[src/rtl/fft_data_input_pp_if.sv]
// Bundle of the sample-write port, trigger controls and AXI-Stream output
// of the FFT input ping-pong buffer.
interface fft_data_input_pp_if #(
  parameter int NFFT       = 3,
  parameter int DATA_WIDTH = 32
);
  localparam int ADDR_W = $clog2(2 * (1 << NFFT));

  logic [ADDR_W-1:0]       wAddr;
  logic [DATA_WIDTH-1:0]   wData;
  logic                    wEn;
  logic                    trig;
  logic                    bitrev;
  logic                    tready;
  logic                    tvalid;
  logic                    tlast;
  logic [2*DATA_WIDTH-1:0] tdata;
  logic                    streaming;
  logic                    fill_bank;
  logic                    trig_ready;
  logic [15:0]             drop_count;

  modport master (
    output wAddr, wData, wEn, trig, bitrev, tready,
    input  tvalid, tlast, tdata, streaming, fill_bank, trig_ready, drop_count
  );

  modport slave (
    input  wAddr, wData, wEn, trig, bitrev, tready,
    output tvalid, tlast, tdata, streaming, fill_bank, trig_ready, drop_count
  );
endinterface

[src/rtl/fft_data_input_pp.sv]
// Ping-pong frame buffer: software fills one bank while the other streams
// {IM, RE} beats to the FFT core, optionally in bit-reversed point order.
module fft_data_input_pp #(
  parameter int NFFT       = 3,
  parameter int DATA_WIDTH = 32
) (
  input  logic                 clk,
  input  logic                 resetn,
  fft_data_input_pp_if.slave   bus
);
  localparam int POINT_SIZE = 1 << NFFT;
  localparam int N_ELEMENTS = 2 * POINT_SIZE;

  typedef enum logic [1:0] {IDLE, LOAD, STREAM} state_e;

  function automatic logic [NFFT-1:0] bit_reverse(input logic [NFFT-1:0] v);
    logic [NFFT-1:0] r;
    for (int b = 0; b < NFFT; b++) r[b] = v[NFFT-1-b];
    return r;
  endfunction

  logic [DATA_WIDTH-1:0]   mem_q [2][N_ELEMENTS];
  logic [2*DATA_WIDTH-1:0] rd_data_q;

  state_e                  state_q, state_d;
  logic                    tvalid_q, tvalid_d;
  logic                    tlast_q, tlast_d;
  logic [2*DATA_WIDTH-1:0] tdata_q, tdata_d;
  logic [NFFT-1:0]         out_idx_q, out_idx_d;
  logic [NFFT-1:0]         rd_idx_q, rd_idx_d;
  logic                    fill_bank_q, fill_bank_d;
  logic                    committed_q, committed_d;
  logic                    commit_bitrev_q, commit_bitrev_d;
  logic [15:0]             drop_count_q, drop_count_d;

  logic                    accept;
  logic                    handshake;
  logic                    last_beat;
  logic                    frame_done;
  logic                    rd_en;
  logic [NFFT-1:0]         rd_point;

  always_comb begin
    accept     = bus.trig && !committed_q;
    handshake  = tvalid_q && bus.tready;
    last_beat  = (out_idx_q == NFFT'(POINT_SIZE - 1));
    frame_done = (state_q == STREAM) && handshake && last_beat;
    rd_point   = commit_bitrev_q ? bit_reverse(rd_idx_q) : rd_idx_q;

    fill_bank_d     = fill_bank_q ^ accept;
    commit_bitrev_d = accept ? bus.bitrev : commit_bitrev_q;
    committed_d     = committed_q;
    if (accept) committed_d = 1'b1;
    else if (frame_done) committed_d = 1'b0;

    drop_count_d = drop_count_q;
    if (bus.trig && committed_q && (drop_count_q != 16'hFFFF))
      drop_count_d = drop_count_q + 16'd1;
  end

  // rd_data_q always holds the beat after the one on tdata, so each
  // handshake can present the next beat without a bubble.
  always_comb begin
    state_d   = state_q;
    tvalid_d  = tvalid_q;
    tlast_d   = tlast_q;
    tdata_d   = tdata_q;
    out_idx_d = out_idx_q;
    rd_idx_d  = rd_idx_q;
    rd_en     = 1'b0;
    case (state_q)
      IDLE: begin
        if (committed_q) begin
          state_d  = LOAD;
          rd_en    = 1'b1;
          rd_idx_d = rd_idx_q + 1'b1;
        end
      end
      LOAD: begin
        state_d   = STREAM;
        tvalid_d  = 1'b1;
        tdata_d   = rd_data_q;
        tlast_d   = 1'b0;
        out_idx_d = '0;
        rd_en     = 1'b1;
        rd_idx_d  = rd_idx_q + 1'b1;
      end
      STREAM: begin
        if (handshake) begin
          if (last_beat) begin
            state_d  = IDLE;
            tvalid_d = 1'b0;
            tlast_d  = 1'b0;
            rd_idx_d = '0;
          end else begin
            tdata_d   = rd_data_q;
            out_idx_d = out_idx_q + 1'b1;
            tlast_d   = (out_idx_q == NFFT'(POINT_SIZE - 2));
            rd_en     = 1'b1;
            rd_idx_d  = rd_idx_q + 1'b1;
          end
        end
      end
      default: state_d = IDLE;
    endcase
  end

  // RAM is never reset; while a bank is committed it is always the
  // opposite of the fill bank, so reads use ~fill_bank_q.
  always_ff @(posedge clk) begin
    if (bus.wEn) mem_q[fill_bank_q][bus.wAddr] <= bus.wData;
    if (rd_en)
      rd_data_q <= {mem_q[~fill_bank_q][{rd_point, 1'b1}],
                    mem_q[~fill_bank_q][{rd_point, 1'b0}]};
  end

  always_ff @(posedge clk) begin
    if (!resetn) begin
      state_q         <= IDLE;
      tvalid_q        <= 1'b0;
      tlast_q         <= 1'b0;
      tdata_q         <= '0;
      out_idx_q       <= '0;
      rd_idx_q        <= '0;
      fill_bank_q     <= 1'b0;
      committed_q     <= 1'b0;
      commit_bitrev_q <= 1'b0;
      drop_count_q    <= '0;
    end else begin
      state_q         <= state_d;
      tvalid_q        <= tvalid_d;
      tlast_q         <= tlast_d;
      tdata_q         <= tdata_d;
      out_idx_q       <= out_idx_d;
      rd_idx_q        <= rd_idx_d;
      fill_bank_q     <= fill_bank_d;
      committed_q     <= committed_d;
      commit_bitrev_q <= commit_bitrev_d;
      drop_count_q    <= drop_count_d;
    end
  end

  assign bus.tvalid     = tvalid_q;
  assign bus.tlast      = tlast_q;
  assign bus.tdata      = tdata_q;
  assign bus.streaming  = (state_q != IDLE);
  assign bus.fill_bank  = fill_bank_q;
  assign bus.trig_ready = !committed_q;
  assign bus.drop_count = drop_count_q;
endmodule
[src/flat_wrapper.sv]
// flat-port wrapper written by rule: the top's interface ports become plain ports
module fft_data_input_pp_flat 
#(
  parameter int NFFT       = 3,
  parameter int DATA_WIDTH = 32
)
  (clk, resetn, bus_wAddr, bus_wData, bus_wEn, bus_trig, bus_bitrev, bus_tready, bus_tvalid, bus_tlast, bus_tdata, bus_streaming, bus_fill_bank, bus_trig_ready, bus_drop_count);
  fft_data_input_pp_if #(.NFFT(NFFT), .DATA_WIDTH(DATA_WIDTH)) bus_i ();
  input  logic clk;
  input  logic resetn;
  input wire logic [$bits(bus_i.wAddr)-1:0] bus_wAddr;
  input wire logic [$bits(bus_i.wData)-1:0] bus_wData;
  input wire logic [$bits(bus_i.wEn)-1:0] bus_wEn;
  input wire logic [$bits(bus_i.trig)-1:0] bus_trig;
  input wire logic [$bits(bus_i.bitrev)-1:0] bus_bitrev;
  input wire logic [$bits(bus_i.tready)-1:0] bus_tready;
  output wire logic [$bits(bus_i.tvalid)-1:0] bus_tvalid;
  output wire logic [$bits(bus_i.tlast)-1:0] bus_tlast;
  output wire logic [$bits(bus_i.tdata)-1:0] bus_tdata;
  output wire logic [$bits(bus_i.streaming)-1:0] bus_streaming;
  output wire logic [$bits(bus_i.fill_bank)-1:0] bus_fill_bank;
  output wire logic [$bits(bus_i.trig_ready)-1:0] bus_trig_ready;
  output wire logic [$bits(bus_i.drop_count)-1:0] bus_drop_count;
  assign bus_i.wAddr = bus_wAddr;
  assign bus_i.wData = bus_wData;
  assign bus_i.wEn = bus_wEn;
  assign bus_i.trig = bus_trig;
  assign bus_i.bitrev = bus_bitrev;
  assign bus_i.tready = bus_tready;
  assign bus_tvalid = bus_i.tvalid;
  assign bus_tlast = bus_i.tlast;
  assign bus_tdata = bus_i.tdata;
  assign bus_streaming = bus_i.streaming;
  assign bus_fill_bank = bus_i.fill_bank;
  assign bus_trig_ready = bus_i.trig_ready;
  assign bus_drop_count = bus_i.drop_count;
  fft_data_input_pp #(.NFFT(NFFT), .DATA_WIDTH(DATA_WIDTH)) u_core (.clk(clk), .resetn(resetn), .bus(bus_i));
endmodule
[config.mk]
export PLATFORM = sky130hd
export DESIGN_NAME = fft_data_input_pp_flat
export DESIGN_NICKNAME = d
export VERILOG_FILES = /design/src/rtl/fft_data_input_pp_if.sv /design/src/rtl/fft_data_input_pp.sv /design/src/flat_wrapper.sv
export SDC_FILE = /design/constraint.sdc
export NUM_CORES = 1
export LEC_CHECK = 0
export ABC_AREA = 1
export BUFFER_PORTS_ARGS = -buffer_cell sky130_fd_sc_hd__clkbuf_2
export CAP_MARGIN = 20
export CELL_PAD_IN_SITES_DETAIL_PLACEMENT = 1
export CELL_PAD_IN_SITES_GLOBAL_PLACEMENT = 2
export CORE_MARGIN = 4
export CORE_UTILIZATION = 41
export CTS_CLUSTER_SIZE = 20
export DETAILED_ROUTE_END_ITERATION = 8
export PLACE_DENSITY_LB_ADDON = 0.1
export RECOVER_POWER = 25
export SLEW_MARGIN = 20
export SYNTH_ARGS = -nofsm -noshare
export SYNTH_HDL_FRONTEND = slang
export SYNTH_SLANG_ARGS = --single-unit
export TNS_END_PERCENT = 100
[constraint.sdc]
create_clock -name clk -period 6.7 [get_ports clk]
set_input_delay 1.675 -clock clk [delete_from_list [all_inputs] [get_ports clk]]
set_output_delay 1.675 -clock clk [all_outputs]
set_load 0.01 [all_outputs]
==> flow_summary.json, run 1 <==
{
  "status": "complete, but fails checks",
  "violations": "max-capacitance violations, max-slew violations",
  "holdBufCountCts": 0,
  "worst-endpoint-required_ns": 7.08,
  "clkLatencyLatePin_ns": 0.73,
  "layout.cells.most_common_list": "nand2_1 (2720), edfxtp_1 (1088), nor2_1 (233), clkbuf_16 (146), clkbuf_2 (104)",
  "die-height_um": 351.4,
  "finalCritPeriodShare_pct": 52.61,
  "first_iter_violations": 2425,
  "static-leakage-power_nw": 22.63,
  "timing.critical_path.fanout_max": 137,
  "totalWireLength_mm": 142.8,
  "setup_viol": 0,
  "final_antenna_net_count": 0,
  "rsz0062_at_grt": "false",
  "worstSetupPathType": "flip-flop to flip-flop",
  "tns_ns": 0,
  "ys_warn_count": 0,
  "power.density_cell_area_mw_per_mm2": 315.8,
  "cp_data_arrival_time_ns": 3.90,
  "design.final.nets": 4827,
  "syn-mean-instance-area_um2": 10.30,
  "grt_remaining_overflow": 0,
  "crit_path_start_kind": "flip-flop",
  "power.ir.vdd_worst_uv": 266.6,
  "cap_violations": 21,
  "root_buffer": "clkbuf_16",
  "die_w_um": 351.4,
  "core_area_mm2": 0.1167,
  "crit_path_end_kind": "flip-flop",
  "post_cts.resized_instances": 0,
  "number_of_storage_elements_in_the_synthesis_netlist": 1181,
  "htree_levels": 4,
  "num_vias": 32530,
  "drt_drc": 0,
  "cts_made_buffers": 135,
  "hold_class": "flip-flop to flip-flop",
  "timing.final.ws_setup_ns": 3.175,
  "grt_antenna_before_repair": 25,
  "avgViaCountPerCell": 5.070,
  "main_synth_ff_type": "edfxtp_1",
  "post_synth_instance_area_mm2": 0.04835,
  "initial_utilization_pct": 41.44,
  "place.detailed.hpwl_mm": 76.23,
  "number_of_i_o_port_buffers": 126,
  "cts_setup_buffers": 0,
  "grt_use_total_pct": 23.36,
  "worst_clock_skew_ns": 0.01214,
  "timing_worst_slew_pin_value_ns": 1.781,
  "tritoncts": "yes",
  "final_common_cell": "nand2_1",
  "achievable-frequency_mhz": 283.7,
  "grt_start_max_net_pins": 155,
  "grt_first_pass_wirelength_mm": 213.4,
  "post_synth_net_total": 4743,
  "clkTransAtPathRegs_ns": 0.06,
  "via_count_of_the_first_global_routing_pass": 33630,
  "ys_seq_area_share_pct": 71.42,
  "timing.max_slew.rel_slack_pct": -18.70,
  "ioPinCount": 127,
  "detail_route.first_pass.iterations": 5,
  "number_of_enable_type_register_cells_in_the_synthesized_netlist": 1088,
  "finalHoldWorstSlack_ns": 0.4751,
  "finalWeightedCongestion": 0.7235,
  "ys_async_sr_fraction_pct": 0,
  "clockBufferDepth": 3,
  "dpl.cell_count": 6166,
  "layout-area-overhead-vs-synth_pct": 13.65,
  "design.die.area_mm2": 0.1235,
  "finish.cell_count_without_fillers": 6416,
  "placed_instance_area_mm2": 0.05053,
  "placement.setup.worst_slack_ns": 2.574,
  "finish.instance_area_mm2": 0.05495,
  "synth_cell_type_count": 23,
  "syn-instance-count": 4696,
  "clkSinkCount": 1181,
  "final-max-slew-violation-count": 627,
  "final_period_minus_worst_setup_slack_ns": 3.525,
  "layout_cell_share_with_drive_strength_beyond_1_pct": 8.025,
  "report.final.hold_viol_count": 0,
  "rows": 125,
  "routedWlPerCell_um": 22.26
}
-- synth_stat cells (all sizes together), types with 2 or more instances --
| cell type | instances | share of area, % |
|---|---|---|
| nor3 | 20 | 0.21 |
| edfxtp | 1088 | 68 |
| nand2 | 2721 | 21 |
| buf | 185 | 2.0 |
| clkbuf | 54 | 0.42 |
| ha | 5 | 0.13 |
| inv | 69 | 0.54 |
| nor2 | 252 | 2.0 |
| nand3 | 47 | 0.49 |
| dfxtp | 93 | 3.9 |
| a21oi | 53 | 0.55 |
| nand4 | 2 | 0.026 |
| o21ai | 104 | 1.1 |
-- layer usage --
metal	GRT usage [%]	routed length [um]
met5	0	86
met1	34.02	68850
met4	4.749	2109
met3	4.122	7638
met2	37.09	64110
-- worst max-delay path, cell delays in order, from the launching register on --
cell,delay (ns)
dfxtp_1,0.49
nand2_1,0.15
o21ai_4,0.09
buf_12,0.61
inv_8,0.49
buf_4,0.50
nand2_1,0.14
nand2_1,0.10
nand2_1,0.10
nand2_1,0.09
nand2_1,0.06
nand2_1,0.26
-- through the flow --
stage               power [mW]  utilization [%]
finish                   17.35            47.09
global route             18.08            47.08
CTS                      17.55            47.09
detailed placement       10.17            43.31
global placement         10.14            43.27
floorplan                9.429                -
-- report_power, final --
part / total, mW / switching [mW] / internal (mW)
sequential: 8.31 / 0.0767 / 8.23
clock: 7.35 / 2.88 / 4.47
combinational: 1.69 / 1.31 / 0.377
total: 17.3 / 4.27 / 13.1
-- path summary, 6_finish.rpt --
kind | startpoint | endpoint | slack [ns] | cells after the start
max | u_core.commit_bitrev_q | u_core.rd_data_q[9] | 3.18 | 11
min | u_core.rd_data_q[33] | u_core.bus.tdata[33] | 0.48 | 2
max reg2reg | u_core.commit_bitrev_q | u_core.rd_data_q[9] | 3.18 | 11
min reg2reg | u_core.rd_data_q[33] | u_core.bus.tdata[33] | 0.48 | 2
-- state kept, by name (all words and copies together), names as in the netlist --
signal,cells
u_core.state_q,2
u_core.committed_q,1
u_core.bus.drop_count,16
u_core.rd_idx_q,3
u_core.bus.tdata,64
u_core.out_idx_q,3
u_core.bus.fill_bank,1
u_core.bus.tvalid,1
u_core.commit_bitrev_q,1
u_core.mem_q,1024
u_core.bus.tlast,1
u_core.rd_data_q,64
-- area by class of cell --
| type | instances | area, um^2 |
|---|---|---|
| inverters | 69 | 282.8 |
| fillers | 12770 | 61730 |
| multi-input cells | 3207 | 12620 |
| repair buffers | 186 | 1165 |
| well taps | 1524 | 1907 |
| flip-flops and latches | 1181 | 34540 |
| clock inverters | 54 | 540.5 |
| diodes | 7 | 17.52 |
| clock buffers | 188 | 3871 |
-- cell families (layout without fill, tap and decap cells) --
kind of cell             count (synthesis)  in the layout  share of synthesized area, %
AO/OA/AOI/OAI                          158            158                         1.651
XOR/XNOR                                 1              1                       0.01812
adder cells (fa/ha/maj)                  5              5                        0.1294
buffers and inverters                  308            497                         2.960
flip-flops                            1181           1181                         71.42
other                                    0              7                             0
AND/OR/NAND/NOR                       3043           3043                         23.82
(Power assumes the default switching activity.)
==> inputs of run 2 (changes only) <==
- clock period: 6.7 -> 3.3 ns (I/O delays scaled with it)
==> flow_summary.json, run 2 (synthesis gave the netlist of run 1 again) <==
{
  "regMostFlops": "u_core.mem_q",
  "place.detailed.hpwl_mm": 81.15,
  "finalWeightedCongestion": 0.7559,
  "core_area_mm2": 0.1167,
  "first_iter_violations": 2595,
  "multi_input_comb_area_mm2": 0.01265,
  "clkLatencyLatePin_ns": 0.74,
  "cts_setup_buffers": 0,
  "finish.cell_count_without_fillers": 6447,
  "nFillCells": 12640,
  "tritoncts": "yes",
  "initial_utilization_pct": 41.44,
  "register_area_mm2": 0.03454,
  "status": "complete, but fails checks",
  "die_w_um": 351.4,
  "design.die.area_mm2": 0.1235,
  "rows": 125,
  "finish.utilization_pct": 47.71,
  "final_period_minus_worst_setup_slack_ns": 2.800,
  "worst-endpoint-required_ns": 2.47,
  "via_count_of_the_first_global_routing_pass": 33420,
  "largest_register_ffs": 1024,
  "placed_instance_area_mm2": 0.05147,
  "timing_worst_slew_pin_value_ns": 1.780,
  "p_total_mw": 34.79,
  "violations": "max-capacitance violations, max-slew violations",
  "cap_violations": 23,
  "ff2ff_setup_slack_ns": 0.90,
  "power.density_cell_area_mw_per_mm2": 625.0,
  "rsz0062_at_grt": "false",
  "avgViaCountPerCell": 5.118,
  "timing.critical_path.fanout_max": 24,
  "grt_first_pass_wirelength_mm": 214.3,
  "htree_levels": 4,
  "timing.max_slew.rel_slack_pct": -18.69,
  "drt_drc": 0,
  "ioPinCount": 127,
  "tns_ns": 0,
  "grt_use_total_pct": 23.49,
  "holdBufCountCts": 0,
  "layout.cells.most_common_list": "nand2_1 (2720), edfxtp_1 (1088), nor2_1 (233), clkbuf_16 (143), clkbuf_2 (103)",
  "detail_route.first_pass.iterations": 5,
  "finish.instance_area_mm2": 0.05567,
  "post_cts.resized_instances": 0,
  "cts_made_buffers": 135,
  "grt_remaining_overflow": 0,
  "grt_start_max_net_pins": 131,
  "final-max-slew-violation-count": 759,
  "cp_data_arrival_time_ns": 1.97,
  "root_buffer": "clkbuf_16",
  "clkSinkCount": 1181,
  "final_antenna_net_count": 0,
  "die-height_um": 351.4,
  "layout-area-overhead-vs-synth_pct": 15.13,
  "setup_viol": 0,
  "achievable-frequency_mhz": 357.2,
  "worstSetupPathType": "flip-flop to primary output",
  "dpl.cell_count": 6205,
  "hold_class": "input port to flip-flop",
  "worst_clock_skew_ns": 0.02027,
  "power.ir.vdd_worst_uv": 482.0,
  "final_common_cell": "nand2_1",
  "number_of_i_o_port_buffers": 126,
  "static-leakage-power_nw": 22.89,
  "totalWireLength_mm": 143.8,
  "crit_path_start_kind": "flip-flop",
  "clkTransAtPathRegs_ns": 0.05,
  "design.final.nets": 4865,
  "finalCritPeriodShare_pct": 84.84,
  "layout_cell_share_with_drive_strength_beyond_1_pct": 8.582,
  "routedWlPerCell_um": 22.30,
  "crit_path_end_kind": "primary output",
  "grt_antenna_before_repair": 23,
  "clockBufferDepth": 3,
  "report.final.hold_viol_count": 0,
  "num_vias": 32990
}
-- run 2: cell type report --
class / instances / share of cell area, %
diodes: 6 / 0.02697
clock inverters: 56 / 0.8249
repair buffers: 224 / 3.706
inverters: 69 / 0.5035
multi-input cells: 3207 / 22.73
well taps: 1524 / 3.425
clock buffers: 180 / 6.732
flip-flops and latches: 1181 / 62.05
-- run 2: metrics by stage --
| stage | hold slack [ns] | setup WS, ns |
|---|---|---|
| floorplan | 0.4473 | -0.5845 |
| global placement | 0.4577 | 0.4380 |
| detailed placement | 0.4643 | 0.4077 |
| CTS | 0.3396 | 0.4026 |
| global route | 0.3808 | 0.3854 |
| finish | 0.4047 | 0.5003 |
-- run 2: critical path, cell delays in order, from the launching register on --
cell      delay [ns]
dfxtp_4         0.63
buf_4           0.41
clkbuf_2        0.21
-- run 2: worst paths after layout --
path / startpoint / endpoint / cells past startpoint
setup reg to reg: u_core.bus.fill_bank / u_core.rd_data_q[59] / 10
setup / recovery: u_core.bus.fill_bank / bus_fill_bank / 2
hold / removal: bus_bitrev / u_core.commit_bitrev_q / 3
hold reg to reg: u_core.rd_data_q[43] / u_core.bus.tdata[43] / 2
-- run 2: routing by layer --
metal / global-route usage (%) / share of wire, % / wire (um) / vias up
met4: 5.953 / 1.9 / 2745 / 10
met1: 34.12 / 48 / 68910 / 16600
met5: 0 / 0.048 / 69 / -
met3: 4.048 / 5.2 / 7427 / 178
met2: 36.92 / 45 / 64650 / 659
li1: - / - / - / 15550
-- run 2: power breakdown --
group / switching, mW / internal [mW]
registers: 0.251 / 16.7
logic: 2.55 / 0.872
clock network: 5.85 / 8.54
